`config.mk`:
```
export PLATFORM = sky130hd
export DESIGN_NAME = accum_alu
export DESIGN_NICKNAME = d
export VERILOG_FILES = /design/src/rtl/accum_alu.sv
export SDC_FILE = /design/constraint.sdc
export NUM_CORES = 1
export LEC_CHECK = 0
export CORE_UTILIZATION = 45
export CTS_BUF_LIST = sky130_fd_sc_hd__clkbuf_2
export DETAILED_ROUTE_END_ITERATION = 16
export PLACE_DENSITY = 0.68
export SLEW_MARGIN = 20
export SYNTH_ARGS = -nofsm -noshare
export SYNTH_HDL_FRONTEND = slang
export SYNTH_SLANG_ARGS = --single-unit
```
`constraint.sdc`:
```
create_clock -name clock -period 3.1 [get_ports clock]
set_input_delay 0.62 -clock clock [delete_from_list [all_inputs] [get_ports clock]]
set_output_delay 0.62 -clock clock [all_outputs]
set_load 0.02 [all_outputs]
```
`src/rtl/accum_alu.sv`:
```
// Accumulating ALU: one-cycle LOAD/ADD/SUB/AND/OR/XOR/CLEAR and an iterative shift-add MUL with ready back-pressure.
// Optional feature macro ACCUM_SAT_EN: clamp ADD/MUL overflow to all ones and SUB borrow to zero.
module accum_alu #(
    parameter int WIDTH = 4
) (
    input  logic             clock,
    input  logic             rst,
    input  logic             capture,
    input  logic [2:0]       op,
    input  logic [WIDTH-1:0] d_in,
    output logic             ready,
    output logic [WIDTH:0]   result,
    output logic             valid,
    output logic             ovf
);

    localparam int AW = WIDTH + 1;
    localparam int PW = 2 * WIDTH + 1;
    localparam int CW = $clog2(WIDTH + 1);

    localparam logic [2:0] OP_LOAD  = 3'b000;
    localparam logic [2:0] OP_ADD   = 3'b001;
    localparam logic [2:0] OP_SUB   = 3'b010;
    localparam logic [2:0] OP_AND   = 3'b011;
    localparam logic [2:0] OP_OR    = 3'b100;
    localparam logic [2:0] OP_XOR   = 3'b101;
    localparam logic [2:0] OP_MUL   = 3'b110;
    localparam logic [2:0] OP_CLEAR = 3'b111;

    typedef enum logic {
        S_IDLE    = 1'b0,
        S_MUL_RUN = 1'b1
    } state_t;

    state_t           r_state;
    logic [AW-1:0]    r_acc;
    logic             r_valid;
    logic             r_ovf;
    logic [CW-1:0]    r_cnt;
    logic [WIDTH-1:0] r_mplier;
    logic [AW-1:0]    r_mcand;
    logic [PW-1:0]    r_prod;

    state_t           w_state_nxt;
    logic [AW-1:0]    w_acc_nxt;
    logic             w_valid_nxt;
    logic             w_ovf_nxt;
    logic [CW-1:0]    w_cnt_nxt;
    logic [WIDTH-1:0] w_mplier_nxt;
    logic [AW-1:0]    w_mcand_nxt;
    logic [PW-1:0]    w_prod_nxt;

    logic [AW-1:0]    w_din_ext;
    logic [AW:0]      w_sum;
    logic [AW:0]      w_diff;
    logic [PW-1:0]    w_partial;
    logic [PW-1:0]    w_prod_fin;
    logic             w_mul_ovf;
    logic             w_last;

    assign w_din_ext  = {1'b0, d_in};
    assign w_sum      = {1'b0, r_acc} + {1'b0, w_din_ext};
    assign w_diff     = {1'b0, r_acc} - {1'b0, w_din_ext};
    // Multiplicand was latched from the accumulator at capture; each step adds it at weight 2^r_cnt.
    assign w_partial  = {{(PW - AW){1'b0}}, r_mcand} << r_cnt;
    assign w_prod_fin = r_mplier[0] ? (r_prod + w_partial) : r_prod;
    assign w_mul_ovf  = |w_prod_fin[PW-1:AW];
    assign w_last     = (r_cnt == CW'(WIDTH - 1));

    assign ready  = (r_state == S_IDLE);
    assign result = r_acc;
    assign valid  = r_valid;
    assign ovf    = r_ovf;

    // Next-state, operation execution and multiply iteration.
    always_comb begin
        w_state_nxt  = r_state;
        w_acc_nxt    = r_acc;
        w_valid_nxt  = 1'b0;
        w_ovf_nxt    = r_ovf;
        w_cnt_nxt    = r_cnt;
        w_mplier_nxt = r_mplier;
        w_mcand_nxt  = r_mcand;
        w_prod_nxt   = r_prod;
        case (r_state)
            S_IDLE: begin
                if (capture) begin
                    if (op == OP_MUL) begin
                        w_state_nxt  = S_MUL_RUN;
                        w_mcand_nxt  = r_acc;
                        w_mplier_nxt = d_in;
                        w_prod_nxt   = {PW{1'b0}};
                        w_cnt_nxt    = {CW{1'b0}};
                    end else begin
                        w_valid_nxt = 1'b1;
                        w_ovf_nxt   = 1'b0;
                        case (op)
                            OP_LOAD:  w_acc_nxt = w_din_ext;
                            OP_ADD: begin
                                w_ovf_nxt = w_sum[AW];
`ifdef ACCUM_SAT_EN
                                w_acc_nxt = w_sum[AW] ? {AW{1'b1}} : w_sum[AW-1:0];
`else
                                w_acc_nxt = w_sum[AW-1:0];
`endif
                            end
                            OP_SUB: begin
                                w_ovf_nxt = w_diff[AW];
`ifdef ACCUM_SAT_EN
                                w_acc_nxt = w_diff[AW] ? {AW{1'b0}} : w_diff[AW-1:0];
`else
                                w_acc_nxt = w_diff[AW-1:0];
`endif
                            end
                            OP_AND:   w_acc_nxt = r_acc & w_din_ext;
                            OP_OR:    w_acc_nxt = r_acc | w_din_ext;
                            OP_XOR:   w_acc_nxt = r_acc ^ w_din_ext;
                            OP_CLEAR: w_acc_nxt = {AW{1'b0}};
                            default:  w_acc_nxt = r_acc;
                        endcase
                    end
                end else begin
                    w_state_nxt = S_IDLE;
                end
            end
            S_MUL_RUN: begin
                w_prod_nxt   = w_prod_fin;
                w_mplier_nxt = r_mplier >> 1;
                w_cnt_nxt    = r_cnt + CW'(1);
                if (w_last) begin
                    w_state_nxt = S_IDLE;
                    w_valid_nxt = 1'b1;
                    w_ovf_nxt   = w_mul_ovf;
                    w_cnt_nxt   = {CW{1'b0}};
`ifdef ACCUM_SAT_EN
                    w_acc_nxt   = w_mul_ovf ? {AW{1'b1}} : w_prod_fin[AW-1:0];
`else
                    w_acc_nxt   = w_prod_fin[AW-1:0];
`endif
                end else begin
                    w_state_nxt = S_MUL_RUN;
                end
            end
            default: begin
                w_state_nxt = S_IDLE;
            end
        endcase
    end

    // State and datapath registers; synchronous reset wins over any capture.
    always_ff @(posedge clock) begin
        if (rst) begin
            r_state  <= S_IDLE;
            r_acc    <= {AW{1'b0}};
            r_valid  <= 1'b0;
            r_ovf    <= 1'b0;
            r_cnt    <= {CW{1'b0}};
            r_mplier <= {WIDTH{1'b0}};
            r_mcand  <= {AW{1'b0}};
            r_prod   <= {PW{1'b0}};
        end else begin
            r_state  <= w_state_nxt;
            r_acc    <= w_acc_nxt;
            r_valid  <= w_valid_nxt;
            r_ovf    <= w_ovf_nxt;
            r_cnt    <= w_cnt_nxt;
            r_mplier <= w_mplier_nxt;
            r_mcand  <= w_mcand_nxt;
            r_prod   <= w_prod_nxt;
        end
    end

endmodule

```
After elaboration in Yosys (flattened, before gate mapping)

Cells that the tools add are included.

Register bits after elaboration: 29
Bits in latches: 0
Memory bits (writable): 0
ROM bits: 0
Bits of input ports: 10
Memories: 0

$add $sub $neg: 4
Multipliers: 0
Div/mod/pow operators: 0
Order comparisons: 0
Equality and inequality tests: 13
Shifts and indexed selects: 1
Multiplexer cells: 29
Bitwise gates (word level): 4
Reductions and logical operators: 6

Operators by type and width:

| cell                                                   | number |
|---|---|
| one-hot mux 5 bit (7 select lines)                     | 1 |
| 2-to-1 mux 9 bit                                       | 3 |
| one-hot mux 9 bit (2 select lines)                     | 1 |
| 2-to-1 mux 5 bit                                       | 3 |
| equality test 3 bit (second input constant)            | 4 |
| one-hot mux 5 bit (2 select lines)                     | 1 |
| adder 9 bit                                            | 1 |
| equality test 3 x 2 -> 1 bit (second input constant)   | 3 |
| 2-to-1 mux 1 bit                                       | 9 |
| 2-to-1 mux 3 bit                                       | 3 |
| << shifter 5 x 3 -> 9 bit                              | 1 |
| 2-to-1 mux 4 bit                                       | 2 |
| inequality test 8 x 1 -> 1 bit (second input constant) | 1 |
| one-hot mux 1 bit (2 select lines)                     | 4 |
| one-hot mux 4 bit (2 select lines)                     | 1 |
| adder 5 x 4 -> 6 bit                                   | 1 |
| one-hot mux 3 bit (2 select lines)                     | 1 |
| AND reduction 3 bit                                    | 2 |
| subtractor 5 x 4 -> 6 bit                              | 1 |
| AND 5 x 4 -> 5 bit                                     | 1 |
| OR 5 x 4 -> 5 bit                                      | 1 |
| bitwise XOR 5 x 4 -> 5 bit                             | 1 |
| inequality test 2 x 1 -> 1 bit (second input constant) | 2 |
| inequality test 2 bit (second input constant)          | 2 |
| other kinds (7)                                        | 7 |

Logic depth before layout (Yosys ltp)

Gate-level depths: netlist (run 1).

Depth in word-level cells: 6
Mapped depth: 12
Gate-level depth less buffers: 11

Worst setup path before layout (run 1)

Ideal clock, no wire load.

Path kind: flip-flop to flip-flop
Start: register r_cnt[0]
End: register r_prod[8]
Setup time: 0.088 ns
Arrival time: 2.826 ns
Data required time: 3.012 ns
Path slack: 0.186 ns
Stages on the path, launching flop included: 13
Buffers on the path: 1
Period minus slack after synthesis: 2.914 ns
Cells stage by stage: dfxtp_1 -> clkbuf_1 -> mux2_2 -> nor2_1 -> a211oi_1 -> a41o_1 -> ha_1 -> a21oi_1 -> o21ai_0 -> or4b_4 -> nand2_2 -> a21oi_1 -> a311oi_2

Longest elaborated chain between the ends: 4

RTL lines:

| what                               | RTL line | source |
|---|---|---|
| start, declared                    | 39       | `logic [CW-1:0] r_cnt;` |
| start signal, assigned             | 157      | `r_cnt <= {CW{1'b0}};` |
| start signal, assigned             | 166      | `r_cnt <= w_cnt_nxt;` |
| << shifter 5 x 3 -> 9 bit          | 65       | `assign w_partial = {{(PW - AW){1'b0}}, r_mcand} << r_cnt;` |
| adder 9 bit                        | 66       | `assign w_prod_fin = r_mplier[0] ? (r_prod + w_partial) : r_prod;` |
| 2-to-1 mux 9 bit                   | 66       |  |
| one-hot mux 9 bit (2 select lines) | 85       | `case (r_state)` |
| end signal, assigned               | 160      | `r_prod <= {PW{1'b0}};` |
| end signal, assigned               | 169      | `r_prod <= w_prod_nxt;` |
| end, declared                      | 42       | `logic [PW-1:0] r_prod;` |

Every way passes these cells.
A chain may end at the register's enable or synchronous reset.

Worst setup path after layout (run 1)

Same ends and word-level chain as after synthesis.

==> results.rst, run 1 <==
.. list-table::
   :header-rows: 1

   * - Metric
     - Value
   * - F_max
     - 0.350 GHz
   * - Psw
     - approximately 0.29 mW
   * - Total of buffers placed on input and output ports
     - 17
   * - IR Drop Worst-Case VDD
     - 0.183 mV
   * - Final wirelength
     - 6.17 mm
   * - Clock Tree Buf Depth
     - 2
   * - Part of the power in combinational logic
     - 26.6%
   * - Power Dens Cells
     - 296 nW/um2
   * - Final layout net count
     - 372
   * - Most instantiated library cell after synthesis
     - sky130_fd_sc_hd__a21oi_1
   * - Clock Sinks
     - 29
   * - Slew at the pin closest to its max-slew limit
     - 605 ps
   * - Relative slew slack
     - between 50% and 60%
   * - Most common cell type on the critical path
     - sky130_fd_sc_hd__a21oi_1
   * - Pint
     - between 0.5 and 0.6 mW
   * - Seq pwr share
     - 49.1%
   * - Setup repair after global routing missed its margin
     - false
   * - Violation count after the first detailed-route iteration
     - 168
   * - Vias in the first global route
     - between 2000 and 2500
   * - Number of enable-type register cells in the synthesized netlist
     - 0
   * - Largest net degree at the start of global routing
     - 31
   * - CP cell instances
     - mux2_2 > nor2_1 > a211oi_1 > a41o_1 > ha_1 > a21oi_1 > o21ai_0 > or4b_4 > nand2_2 > a21oi_1 > a311oi_2
   * - Final setup violation count
     - 0
   * - Worst hold slack across all endpoints
     - 494 ps
   * - Via-to-Cell Ratio
     - 5.69
   * - Part of the power in the clock network
     - 24.3%
   * - Mean cell area of the mapped netlist
     - about 7.6 um2
   * - Number of antenna violations at the first check in global routing
     - 0
   * - Post-Synthesis Cell Area
     - roughly 2400 um2
   * - Biggest area contributors in the synthesized netlist
     - sky130_fd_sc_hd__dfxtp_1 (24%), sky130_fd_sc_hd__ha_1 (11%), sky130_fd_sc_hd__a21oi_1 (7.8%)
   * - Number of antenna-violating nets in the routed design
     - 0
   * - Kind of end point of the critical path
     - register
   * - Slowest Stage Delay on Critical Path
     - 540 ps
   * - Static leakage
     - 1.11 nW
   * - Nets in the synthesized netlist
     - 354
   * - Diodes inserted
     - 0
   * - DRC violations left
     - 0
   * - Number of placement rows
     - 26
   * - CTS tree
     - done
   * - Arr. time, crit path
     - 3150 ps
   * - Core Area
     - approximately 5200 um2
   * - Die area
     - 5720 um2
   * - Total congestion overflow
     - 0
   * - Area growth syn-to-layout
     - 13.5%
   * - Buffer type at the clock tree root
     - sky130_fd_sc_hd__clkbuf_2
   * - Ys flop type
     - sky130_fd_sc_hd__dfxtp_1
   * - Chip width
     - 75.7 um
   * - Cell with the largest stage delay on the worst path
     - sky130_fd_sc_hd__or4b_4
   * - Final Max Tran Viols
     - 0
   * - Number of hold buffers added after CTS
     - 0
   * - Number of instances in the synthesized netlist
     - 320
   * - Register bit total from synthesis
     - 29
   * - Tcrit/Tclk final
     - just over 90%
   * - Vertical die dimension
     - 75.7 um
   * - Total number of yosys warnings
     - 0
   * - Area leader, netlist
     - sky130_fd_sc_hd__dfxtp_1
   * - Final hold violations
     - 0
   * - Worst setup path category
     - reg2reg
   * - Share of layout cells above drive strength 1
     - 11.2%
   * - Result of the run
     - complete, no violations
   * - Worst clock skew on the final layout
     - ~3.7 ps
   * - Depth of the CTS H-tree
     - 2
   * - Total half-perimeter wirelength after legalization and detailed placement
     - 4.62 mm
   * - Clock-pin slew reported for the worst setup and hold paths after clock tree synthesis
     - 170 ps
   * - Crit path time final
     - 2860 ps
   * - IO Pins
     - 18
   * - Path class of the lowest-slack min-delay path
     - reg2reg
   * - Required time worst endpoint
     - 3400 ps
   * - Last weighted congestion value of the routability-driven placer
     - between 0.9 and 1
   * - Global Route Usage Sum
     - between 20% and 30%
   * - Number of buffers added by the clock tree synthesis step
     - 5
   * - Switching power as a share of total power
     - 34.8%
   * - Sequential-to-total area share from yosys stat
     - between 20% and 30%
   * - Leading post-synthesis cells by instance count
     - sky130_fd_sc_hd__a21oi_1 (38), sky130_fd_sc_hd__nor2_1 (35), sky130_fd_sc_hd__nand2_1 (30)
   * - Later-pin clock latency in the skew report
     - 370 ps
   * - Wire length of the first global-routing pass
     - 10.2 mm
   * - Starting density of the core
     - 47.2%
   * - Highest fanout seen on the critical path
     - 7
   * - Number of detailed-route iterations in the first pass
     - 5
   * - Summed negative setup slack over all endpoints
     - 0 ps
   * - Count of unique library cells instantiated by Yosys
     - 56
   * - Wire length per cell after detailed routing
     - 15.1 um
   * - Via count
     - 2329
   * - Share of synthesized flip-flops with an asynchronous set or reset
     - 0%
   * - Kind of launch point of the worst setup path
     - register
   * - Number of max-cap violations
     - 0
   * - Yosys top cell area share
     - 23.8%
==> timing repair <==
item | CTS | global route
gates resized for setup | 0 | 4
setup buffers | 0 | 0
setup endpoints to repair | 0 | 2
==> kinds of logic (layout without fill, tap and decap cells) <==
family | Yosys count | in the layout | share of synthesized area [%]
AND/OR/NAND/NOR | 105 | 105 | 20.8
flip-flops | 29 | 29 | 23.8
XOR/XNOR | 6 | 6 | 2.15
adder cells (fa/ha/maj) | 24 | 24 | 13.2
multiplexers | 11 | 11 | 4.77
buffers and inverters | 38 | 57 | 6.25
AO/OA/AOI/OAI | 107 | 107 | 29.0
==> metal layers <==
| metal | up-vias | global-route usage (%) | share of wire (%) |
|---|---|---|---|
| met3 | 5 | 4.37 | 4.0 |
| met2 | 47 | 35.0 | 43 |
| met1 | 1088 | 36.9 | 52 |
| met5 | - | 0 | 0 |
| met4 | 0 | 4.32 | 0.49 |
| li1 | 1189 | - | - |
==> worst paths after layout <==
check,end,slack (ps),startpoint,depth (start not counted)
worst max-delay path,r_prod[8],240,r_cnt[0],11
worst min-delay path,r_prod[0],490,r_prod[0],2
worst max register to register,r_prod[8],240,r_cnt[0],11
worst min register to register,r_prod[0],490,r_prod[0],2
==> placed cells by master (no fill, tap or decap), types with 2 or more instances in the layout <==
cell type,n
sky130_fd_sc_hd__a21oi_1,38
sky130_fd_sc_hd__dfxtp_2,3
sky130_fd_sc_hd__o21ai_0,18
sky130_fd_sc_hd__a211oi_1,7
sky130_fd_sc_hd__o22ai_1,2
sky130_fd_sc_hd__nor2_1,35
sky130_fd_sc_hd__clkinv_2,2
sky130_fd_sc_hd__mux2i_1,6
sky130_fd_sc_hd__ha_1,21
sky130_fd_sc_hd__dfxtp_1,26
sky130_fd_sc_hd__xor2_1,2
sky130_fd_sc_hd__xnor2_1,4
sky130_fd_sc_hd__nor2b_1,9
sky130_fd_sc_hd__a32oi_1,2
sky130_fd_sc_hd__a31oi_1,3
sky130_fd_sc_hd__o21bai_1,2
sky130_fd_sc_hd__nand2_1,30
sky130_fd_sc_hd__a311oi_2,2
sky130_fd_sc_hd__clkdlybuf4s50_1,17
sky130_fd_sc_hd__a2111oi_0,4
sky130_fd_sc_hd__nand3_1,4
sky130_fd_sc_hd__buf_4,14
sky130_fd_sc_hd__fa_1,3
sky130_fd_sc_hd__clkbuf_2,5
sky130_fd_sc_hd__nor3b_1,2
sky130_fd_sc_hd__inv_1,17
sky130_fd_sc_hd__mux2_2,5
sky130_fd_sc_hd__nand2b_1,7
sky130_fd_sc_hd__a21o_1,5
sky130_fd_sc_hd__nor3_1,5
sky130_fd_sc_hd__a311oi_1,4
sky130_fd_sc_hd__or3_1,2
sky130_fd_sc_hd__o211ai_1,7
==> registers in the layout (all words and copies together), names as in the netlist <==
name	flops
r_mplier	4
r_mcand	5
r_prod	9
r_state	1
result	5
valid	1
ovf	1
r_cnt	3
==> power groups by stage <==
stage,Combinational [mW],Clock (mW),Sequential (mW)
global placement,0.214,0,0.411
global route,0.243,0.228,0.405
floorplan,0.136,0,0.412
finish,0.218,0.199,0.403
detailed placement,0.215,0,0.411
CTS,0.216,0.206,0.403
==> through the flow <==
step	setup slack [ps]	utilization (%)	std cells	area [um2]	power, mW
finish	242	53.6	409	2770	0.820
global route	46.5	53.6	409	2770	0.877
CTS	150	53.4	409	2760	0.825
detailed placement	74.2	52.6	401	2720	0.626
global placement	117	52.6	401	2720	0.625
floorplan	186	-	320	2440	0.549
==> cell type report <==
class                      count  area, um2
inverter                      18       67.6
fill                         513       2400
sequential                    29        584
clock inverter                 3       17.5
timing repair buffer          31        275
tap                           70       87.6
multi-input combinational    253       1710
clock buffer                   5       25.0
==> worst max-delay path: cells and delay by family (launching register included) <==
| family | cells | cell delay (ps) |
|---|---|---|
| AND/OR/NAND/NOR | 3 | 780 |
| flip-flops | 1 | 440 |
| AO/OA/AOI/OAI | 6 | 910 |
| multiplexers | 1 | 370 |
| adder cells (fa/ha/maj) | 1 | 310 |
Note: power is estimated with default switching activity, not from simulation.
==> inputs of run 2 (changes only) <==
--- a/config.mk
+++ b/config.mk
@@ -9,6 +9,7 @@
 export CTS_BUF_LIST = sky130_fd_sc_hd__clkbuf_2
 export DETAILED_ROUTE_END_ITERATION = 16
 export PLACE_DENSITY = 0.68
+export SKIP_LAST_GASP = 1
 export SLEW_MARGIN = 20
 export SYNTH_ARGS = -nofsm -noshare
 export SYNTH_HDL_FRONTEND = slang
==> results of run 2 <==
The final DEF is identical to that of run 1; final timing and power are the same.
